**config.mk**
```make
export PLATFORM = sky130hd
export DESIGN_NAME = spell_prefetch
export DESIGN_NICKNAME = d
export VERILOG_FILES = /design/src/rtl/spell_prefetch.sv
export SDC_FILE = /design/constraint.sdc
export NUM_CORES = 1
export LEC_CHECK = 0
export CORE_MARGIN = 2
export CORE_UTILIZATION = 55
export DETAILED_ROUTE_END_ITERATION = 8
export PLACE_DENSITY = 0.85
export SLEW_MARGIN = 10
export SYNTH_ARGS = -nofsm -noshare
export SYNTH_HDL_FRONTEND = slang
export SYNTH_SLANG_ARGS = --single-unit
```
**constraint.sdc**
```tcl
create_clock -name clk -period 3.2 [get_ports clk]
set_input_delay 0.32 -clock clk [delete_from_list [all_inputs] [get_ports clk]]
set_output_delay 0.32 -clock clk [all_outputs]
set_load 0.05 [all_outputs]
```
**src/rtl/spell_prefetch.sv**
```systemverilog
// spell_prefetch: instruction prefetcher between the spell execute core and
// internal code memory. Fetches sequential code bytes through the memory
// select/data_ready handshake into a DEPTH-entry FIFO that the core pops.
// A jump (pc_load) flushes the FIFO and restarts fetch at pc_value;
// bus_hold yields the memory bus to core data accesses.
// Optional build macro: SPELL_PREFETCH_STATS_EN adds the stall_count port.
module spell_prefetch #(
   parameter int DEPTH = 4
) (
   input  logic       clk,
   input  logic       rst,
   input  logic       pc_load,
   input  logic [7:0] pc_value,
   input  logic       bus_hold,
   output logic       instr_valid,
   output logic [7:0] instr_data,
   output logic [7:0] instr_addr,
   input  logic       instr_ready,
   output logic       mem_select,
   output logic [7:0] mem_addr,
   output logic       mem_write,
   output logic       mem_type_data,
   input  logic [7:0] mem_data_in,
   input  logic       mem_data_ready
`ifdef SPELL_PREFETCH_STATS_EN
   ,
   output logic [15:0] stall_count
`endif
);

   localparam int PW = (DEPTH > 1) ? $clog2(DEPTH) : 1;
   localparam int CW = PW + 1;

   typedef enum logic [1:0] {
      IDLE,
      REQ,
      GAP
   } state_t;

   state_t          state;
   logic [7:0]      fetch_addr;
   logic            sel_q;
   logic [PW-1:0]   wr_ptr;
   logic [PW-1:0]   rd_ptr;
   logic [CW-1:0]   count;
   logic [7:0]      data_q [DEPTH];
   logic [7:0]      addr_q [DEPTH];
   logic            push;
   logic            pop;

   // Push/pop qualification; a redirect overrides both.
   always_comb begin
      push = (state == REQ) && !pc_load && !bus_hold && mem_data_ready;
      pop  = instr_ready && (count != '0) && !pc_load;
   end

   // Fetch FSM with registered memory select; full is only checked on IDLE->REQ.
   always_ff @(posedge clk or posedge rst) begin
      if (rst) begin
         state      <= IDLE;
         fetch_addr <= '0;
         sel_q      <= 1'b0;
      end else if (pc_load) begin
         state      <= IDLE;
         fetch_addr <= pc_value;
         sel_q      <= 1'b0;
      end else begin
         case (state)
            IDLE: begin
               if (!bus_hold && (count < CW'(DEPTH))) begin
                  state <= REQ;
                  sel_q <= 1'b1;
               end
            end
            REQ: begin
               if (bus_hold) begin
                  state <= IDLE;
                  sel_q <= 1'b0;
               end else if (mem_data_ready) begin
                  fetch_addr <= fetch_addr + 8'd1;
                  state      <= GAP;
                  sel_q      <= 1'b0;
               end
            end
            GAP: begin
               state <= IDLE;
            end
            default: begin
               state <= IDLE;
               sel_q <= 1'b0;
            end
         endcase
      end
   end

   // FIFO storage and occupancy; redirect empties it regardless of push/pop.
   always_ff @(posedge clk or posedge rst) begin
      if (rst) begin
         wr_ptr <= '0;
         rd_ptr <= '0;
         count  <= '0;
         for (int unsigned i = 0; i < DEPTH; i++) begin
            data_q[i[PW-1:0]] <= '0;
            addr_q[i[PW-1:0]] <= '0;
         end
      end else if (pc_load) begin
         wr_ptr <= '0;
         rd_ptr <= '0;
         count  <= '0;
      end else begin
         if (push) begin
            data_q[wr_ptr] <= mem_data_in;
            addr_q[wr_ptr] <= fetch_addr;
            wr_ptr         <= wr_ptr + 1'b1;
         end
         if (pop) begin
            rd_ptr <= rd_ptr + 1'b1;
         end
         if (push && !pop) begin
            count <= count + 1'b1;
         end else if (pop && !push) begin
            count <= count - 1'b1;
         end
      end
   end

   assign instr_valid   = (count != '0);
   assign instr_data    = data_q[rd_ptr];
   assign instr_addr    = addr_q[rd_ptr];
   assign mem_select    = sel_q;
   assign mem_addr      = fetch_addr;
   assign mem_write     = 1'b0;
   assign mem_type_data = 1'b0;

`ifdef SPELL_PREFETCH_STATS_EN
   logic [15:0] stall_q;

   // Saturating count of cycles where the core wanted an opcode and none was ready.
   always_ff @(posedge clk or posedge rst) begin
      if (rst) begin
         stall_q <= '0;
      end else if (instr_ready && !instr_valid && !pc_load && (stall_q != '1)) begin
         stall_q <= stall_q + 16'd1;
      end
   end

   assign stall_count = stall_q;
`endif

endmodule

```
## Word level (Yosys, flattened, before mapping)

Cells that the tools add are included.
W data, S select, Z words.

| operators by class | value |
|---|---|
| $add $sub $neg | 5 |
| multipliers | 0 |
| divide/modulo/power cells | 0 |
| magnitude comparators | 4 |
| equal/unequal tests | 6 |
| shift operators | 0 |
| mux-type cells | 31 |
| bitwise gates (word level) | 3 |
| reduce and logical (&&, ||, !) cells | 24 |

Operators by type and width:

| operator | number |
|---|---|
| $mux W8 | 9 |
| $bwmux W32 | 2 |
| $bmux W8 S2 | 2 |
| $demux W8 S2 | 1 |
| $mux W2 | 8 |
| $logic_and A1 B1 Y1 | 9 |
| $mux W3 | 3 |
| $add A8 B1 Y8 const B | 1 |
| $reduce_bool A2 Y1 | 4 |
| $ge A3 B3 Y1 const B | 2 |
| $not A2 Y3 | 2 |
| $reduce_and A3 Y1 | 2 |
| $reduce_bool A3 Y1 | 2 |
| $add A2 B1 Y2 const B | 2 |
| $logic_not A1 Y1 | 4 |
| $mux W1 | 4 |
| $ne A2 B2 Y1 const B | 2 |
| $ne A4 B4 Y1 const B | 1 |
| $pmux W2 S2 | 1 |
| $reduce_and A2 Y1 | 2 |
| $add A3 B1 Y3 const B | 1 |
| $lt A3 B1 Y1 const B | 1 |
| $lt A3 B3 Y1 const B | 1 |
| $ne A3 B3 Y1 const B | 1 |
| 6 further kinds | 6 |

| word-level totals | value |
|---|---|
| flip-flop bits (word level) | 82 |
| bits in latches | 0 |
| bits in writable memories | 0 |
| ROM bits | 0 |
| output and inout port bits | 28 |
| memories kept | 0 |

## Longest topological paths before layout

Gate-level depths: netlist of run 1.

| logic depth | value |
|---|---|
| word-level depth | 9 |
| depth in mapped cells | 7 |

## Worst setup path after synthesis of run 1

No wires, ideal clock.

| timing | value |
|---|---|
| path kind | flip-flop to output port |
| from | reg rd_ptr[0] |
| to | out instr_addr[4] |
| data arrival time | 1.544 ns |
| required time | 2.880 ns |
| setup slack | 1.336 ns |
| cell stages (with the launch flop) | 4 |
| buffers on the path | 2 |
| path through | dfrtp_1 buf_2 buf_2 mux4_2 |

| between the ends | value |
|---|---|
| word-level cells in the longest chain between the ends | 4 |

Ends and longest elaborated chain:

| item | RTL line | RTL |
|---|---|---|
| start, declared | 44 | `logic [PW-1:0] rd_ptr;` |
| start signal, assigned | 117 | `rd_ptr <= rd_ptr + 1'b1;` |
| $not A2 Y3 (implied by the code) | 129 | `assign instr_addr = addr_q[rd_ptr];` |
| $bmux W8 S2 | 129 |  |
| $mux W8 (implied by the code) (2 in series) | 129 |  |
| end, declared | 17 | `output logic [7:0] instr_addr,` |

No other way between the ends. The select of a mux whose other input is x is not followed.

## Worst setup path in the final report of run 1

| timing | value |
|---|---|
| from | reg rd_ptr[1] |
| to | out instr_addr[7] |

The elaborated chain is that of the path after synthesis.

==> results of run 1 <==
-- stage by stage --
| stage | total power, mW | cells | area [um2] | setup slack [ns] |
|---|---|---|---|---|
| finish | 3.10 | 398 | 4510 | 0.488 |
| global route | 3.25 | 398 | 4510 | 0.344 |
| CTS | 3.14 | 398 | 4510 | 0.409 |
| detailed placement | 2.44 | 382 | 4330 | 0.730 |
| global placement | 2.41 | 382 | 4330 | 0.824 |
| floorplan | 2.08 | 265 | 3830 | 0.772 |
-- metal layers --
layer  up-vias  global-route usage, %
met1      1167                   25.7
li1       1053                      -
met4         0                   10.1
met2        49                   33.6
met3        14                   3.79
met5         -                      0
-- flip-flops by register name, indices dropped and copies added (netlist names) --
register / count
data_q: 32
state: 2
mem_select: 1
addr_q: 32
count: 3
rd_ptr: 2
mem_addr: 8
wr_ptr: 2
-- cells in the mapped netlist (3+ instances only) --
| library cell | n |
|---|---|
| xor2_1 | 8 |
| buf_6 | 3 |
| clkbuf_1 | 4 |
| mux2_2 | 64 |
| nor3_1 | 4 |
| xnor2_1 | 4 |
| a21oi_1 | 3 |
| ha_1 | 5 |
| nand2_2 | 4 |
| o21ai_0 | 9 |
| dfrtp_1 | 82 |
| buf_2 | 3 |
| buf_4 | 3 |
| mux4_2 | 16 |
| inv_1 | 5 |
| nand3_1 | 3 |
| nand2_1 | 15 |
| nor2_1 | 4 |
-- power by group through the flow --
stage          clock network, mW  logic, mW  registers [mW]
6_report                   0.702       1.15            1.25
5_1_grt                    0.766       1.22            1.27
4_1_cts                    0.721       1.17            1.25
3_5_place_dp                   0       1.16            1.27
3_3_place_gp                   0       1.14            1.26
2_1_floorplan                  0      0.824            1.26
-- path summary, 6_finish.rpt --
kind,cells after the start,startpoint,end,slack [ns]
max in group asynchronous,3,rst,data_q[2],2.02
min in group clk,1,addr_q[6],addr_q[6],0.50
min reg2reg,1,addr_q[6],addr_q[6],0.50
min,2,rst,data_q[24],0.43
max reg2reg,6,state[1],count[2],1.14
max,2,rd_ptr[1],instr_addr[7],0.49
-- worst reg2reg max path, cell delays in order, from the launching register on --
cell and delay (ns):
dfrtp_1 0.44, nand4bb_1 0.49, nor3_1 0.36, fa_1 0.24, and3_2 0.18, o21ai_0 0.08, nor3b_1 0.15
-- cell type report --
| cell class | instances | area share, % |
|---|---|---|
| flip-flops and latches | 82 | 45.5 |
| repair buffers | 53 | 11.4 |
| inverters | 5 | 0.444 |
| multi-input cells | 162 | 36.4 |
| clock inverters | 3 | 0.888 |
| clock buffers | 13 | 3.08 |
| well taps | 80 | 2.22 |
-- logic make-up after synthesis --
kind of cell / synth area share, %
compound gates: 2.45
xor+xnor: 2.75
fa+ha+maj: 2.16
buf+inv: 3.56
flops: 53.6
mux: 28.5
other cells: 0.0980
simple gates: 6.87
==> metrics.yaml, run 1 <==
yosys:
  synth_top_area_share_pct: 53.6
  netlist_instances: 264
  synth_largest_area_cell: "dfrtp_1"
  yosysWarnings: 0
  synth_async_sr_flop_share_pct: 100
  syn_avg_cell_area_um2: 14.5
  synth_seq_area_share_pct: 53.6
  ys_ff_latch: 82
  ys_types: 41
  synth-edff-count: 0
  synthFlopType: "dfrtp_1"
  synth_area_um2: 3830
  ys_top_cells_by_area: "dfrtp_1 54%, mux2_2 19%, mux4_2 9.4%"
layout:
  mostFrequentLayoutCell: "dfrtp_1"
  fillerInstances: 496
  ff_latch_area_um2: 2050
  antenna_cells: 0
  final_util_pct: 66.7
  area_growth_syn_to_layout_pct: 17.8
  layout_common_cells: "82 x dfrtp_1, 64 x mux2_2, 47 x clkdlybuf4s50_1"
  multi_input_area_um2: 1640
  nNetsFinal: 341
  layout-drive-gt1-share_pct: 34.0
grt:
  grt_pass1_wl_mm: 11.6
  grt_pass1_vias: 2411
  overflow: 0
  grt.total_usage_pct: 20.3
  grt_max_degree: 49
  antenna_found_initial: 0
sta:
  fin_crit_ns: 2.71
  setup_viol: 0
  hold_violations: 0
  hold_ws_ns: 0.433
  skew_ns: 0.00712
  fin_tns_setup_ns: 0
  grt_setup_unrepaired: "false"
  tightest_slew_ns: 0.829
  fmax_mhz: 369
  slew_headroom_pct: 44.7
  fin_crit_sh_pct: 84.8
  slew_viol_final: 0
die:
  floorplan.die_area_um2: 7640
  row_count: 30
  initial_core_util_pct: 56.6
  core_region_area_um2: 6760
  die_h_um: 87.4
  chipWidth_um: 87.4
  ioPinCount: 50
power:
  p_comb_share_pct: 37.1
  netSwitchingFraction_pct: 35.6
  power_density_nw_per_um2: 688
  seqPwrFrac_pct: 40.3
  power.net_switching_mw: 1.11
  ir_drop_mv: 0.331
  p_int_mw: 2.00
  clkPwrFrac_pct: 22.6
  power.leakage_nw: 2.08
detailed_routing:
  wl_mm: 6.98
  antenna_left: 0
  firstDrtPassIters: 5
  wl_met1_mm: 3.15
  routed.top_layer: "met4"
  dr_wl_met2_mm: 3.45
  post_drt_wl_per_cell_um: 17.5
  drtIter0Drc: 66
  num_vias: 2283
  wl_met3_um: 231
  via_per_inst: 5.74
  drcViolationCount: 0
setup_path:
  crit_buf_inv: 1
  crit_family: "flip-flops"
  crit_type: "flop to primary output"
  critPathMaxStageDelay_ns: 0.73
  endpoint_kind: "primary output"
  crit_path_start_kind: "flop"
  critPathRequiredTime_ns: 2.88
  worstPathCellList: "mux4_2 -> clkdlybuf4s50_1"
  cp.arrival_ns: 2.39
  cp_max_fo: 12
  slowest_stage: "dfrtp_1"
clock_tree:
  cts_resized: 0
  hold_buffers: 0
  post_cts_buffers: 0
  cts_tree: "done"
  cts_sinks: 82
  clk_pin_slew_ns: 0.07
  htree_levels: 3
  insertion_delay_ns: 0.34
  cts_buffer_depth: 2
  cts-root-buf: "clkbuf_8"
  cts_inserted_buffers: 9
worst_hold_path:
  hold_path.class: "input port to async pin"
placed_design:
  portBuffers: 47
  hpwl_mm: 4.82
  routabilityCongestion: 0.774
run_status:
  status: "complete, no violations"
job:
  max-cap-violations: 0
No activity file was read; power rests on OpenSTA's default activity.
==> inputs of run 2 (changes only) <==
--- a/config.mk
+++ b/config.mk
@@ -6,9 +6,9 @@
 export NUM_CORES = 1
 export LEC_CHECK = 0
 export CORE_MARGIN = 2
-export CORE_UTILIZATION = 55
+export CORE_UTILIZATION = 50
 export DETAILED_ROUTE_END_ITERATION = 8
-export PLACE_DENSITY = 0.85
+export PLACE_DENSITY = 0.81
 export SLEW_MARGIN = 10
 export SYNTH_ARGS = -nofsm -noshare
 export SYNTH_HDL_FRONTEND = slang
==> constraint.sdc (replaced) <==
create_clock -name clk -period 2.4 [get_ports clk]
set_input_delay 0.24 -clock clk [delete_from_list [all_inputs] [get_ports clk]]
set_output_delay 0.24 -clock clk [all_outputs]
set_load 0.05 [all_outputs]
==> run 2 against run 1 <==
- first-iteration DRC count grew 23%
- cell area grew 1.3%
- power grew 37%
- clock power grew 54%
- highest routed layer unchanged
- register-to-register slack lost 0.54 ns
- die area grew 9.5%
==> metrics.yaml, run 2 (synthesized netlist as in run 1, its figures left out) <==
grt:
  grt_pass1_vias: 2477
  grt.total_usage_pct: 19.0
  grt_use_met3_pct: 5.15
  overflow: 0
  use_met2_pct: 31.0
  grt_max_degree: 50
  grt_util_met1_pct: 24.7
  grt_busiest_layer: "met2"
  grt_pass1_wl_mm: 12.3
  antenna_found_initial: 0
power:
  power_density_nw_per_um2: 932
  power.leakage_nw: 2.13
  ir_drop_mv: 0.831
clock_tree:
  cts_buffer_depth: 2
  clk_pin_slew_ns: 0.09
  hold_buffers: 0
  cts-root-buf: "clkbuf_8"
  htree_levels: 3
  post_cts_buffers: 0
  cts_resized: 0
  cts_sinks: 82
  cts_tree: "done"
  cts_inserted_buffers: 9
  insertion_delay_ns: 0.35
sta:
  fin_crit_ns: 2.16
  tightest_slew_ns: 0.513
  grt_setup_unrepaired: "false"
  hold_violations: 0
  setup_viol: 0
  skew_ns: 0.00982
  slew_viol_final: 0
  fin_crit_sh_pct: 90.1
  slew_headroom_pct: 65.8
  fin_tns_setup_ns: 0
  fmax_mhz: 462
die:
  initial_core_util_pct: 52.2
  ioPinCount: 50
  chipWidth_um: 91.5
  floorplan.die_area_um2: 8370
  core_region_area_um2: 7330
  row_count: 31
  die_h_um: 91.5
detailed_routing:
  num_vias: 2252
  post_drt_wl_per_cell_um: 16.9
  wl_mm: 7.07
  drtIter0Drc: 81
  drcViolationCount: 0
  via_per_inst: 5.39
  antenna_left: 0
  firstDrtPassIters: 4
setup_path:
  crit_path_start_kind: "flop"
  crit_family: "buffers and inverters"
  slowest_stage: "clkdlybuf4s50_1"
  worstPathCellList: "or3_1 -> clkdlybuf4s50_1"
  r2r_slack_ns: 0.60
  r2r-start: "state[1]"
  crit_type: "flop to primary output"
  cp_max_fo: 6
  endpoint_kind: "primary output"
  crit_buf_inv: 1
  critPathMaxStageDelay_ns: 0.71
  r2r_cells: 5
  cp.arrival_ns: 1.92
  critPathRequiredTime_ns: 2.16
  worstSetupPathDepth: 2
  worstReg2RegEnd: "addr_q[5]"
placed_design:
  dp.cells: 403
  hpwl_mm: 4.75
  routabilityCongestion: 0.786
  dpl_cell_area_um2: 4350
  portBuffers: 47
worst_hold_path:
  hold_path.class: "input port to async pin"
run_status:
  status: "complete, no violations"
layout:
  mostFrequentLayoutCell: "dfrtp_1"
  layout_common_cells: "82 x dfrtp_1, 64 x mux2_2, 31 x clkdlybuf4s50_1"
  layout-drive-gt1-share_pct: 40.4
  nNetsFinal: 343
  stdcell_count: 418
  design_area_um2: 4570
  area_growth_syn_to_layout_pct: 19.4
  antenna_cells: 0
job:
  max-cap-violations: 0
## run 2: worst max path at each step
stage	start	slack [ns]	to
finish	count[2]	0.24	instr_valid
global route	count[2]	0.17	instr_valid
CTS	count[2]	0.22	instr_valid
detailed placement	bus_hold	0.29	addr_q[11]
global placement	bus_hold	0.32	data_q[11]
floorplan	rst	0.05	addr_q[0]
## run 2: routing by layer
layer	vias up	share of wire, %
met1	1143	46
li1	1049	-
met2	52	48
met5	-	0
met4	0	1.6
met3	8	3.9
## run 2: metrics by stage
| stage | power, mW | worst slack (ns) | util (%) | hold WS (ns) |
|---|---|---|---|---|
| after floorplan | 2.78 | 0.0516 | - | 0.361 |
| after global placement | 3.20 | 0.319 | 59.4 | 0.482 |
| after global routing | 4.46 | 0.168 | 62.3 | 0.135 |
| after CTS | 4.31 | 0.218 | 62.3 | 0.117 |
| after detailed placement | 3.23 | 0.292 | 59.4 | 0.488 |
| final | 4.26 | 0.237 | 62.3 | 0.122 |
## run 2: layout make-up
type / count / area, um2
Fill cell: 564 / 2760
Sequential cell: 82 / 2050
Multi-Input combinational cell: 162 / 1640
Timing Repair Buffer: 55 / 515
Clock buffer: 9 / 124
Tap cell: 99 / 124
Clock inverter: 6 / 91.3
Inverter: 5 / 20.0
## run 2: worst register-to-register path, delay by kind of cell, from the launching register on
family        cells  cell delay, ns
mux               1            0.39
buf+inv           1            0.19
simple gates      3            0.65
flops             1            0.45
## run 2: where the power goes
part | leakage [nW] | total (mW) | internal [mW] | switching [mW]
clock network | 0.0979 | 1.08 | 0.583 | 0.497
logic | 0.928 | 1.53 | 0.632 | 0.902
registers | 1.10 | 1.65 | 1.53 | 0.119
==> inputs of run 3 (changes only) <==
--- a/config.mk
+++ b/config.mk
@@ -8,6 +8,7 @@
 export CORE_MARGIN = 2
 export CORE_UTILIZATION = 50
 export DETAILED_ROUTE_END_ITERATION = 8
+export GPL_TIMING_DRIVEN = 1
 export PLACE_DENSITY = 0.81
 export SLEW_MARGIN = 10
 export SYNTH_ARGS = -nofsm -noshare
==> results of run 3 <==
No change in the layout: final DEF, timing and power equal those of run 2.
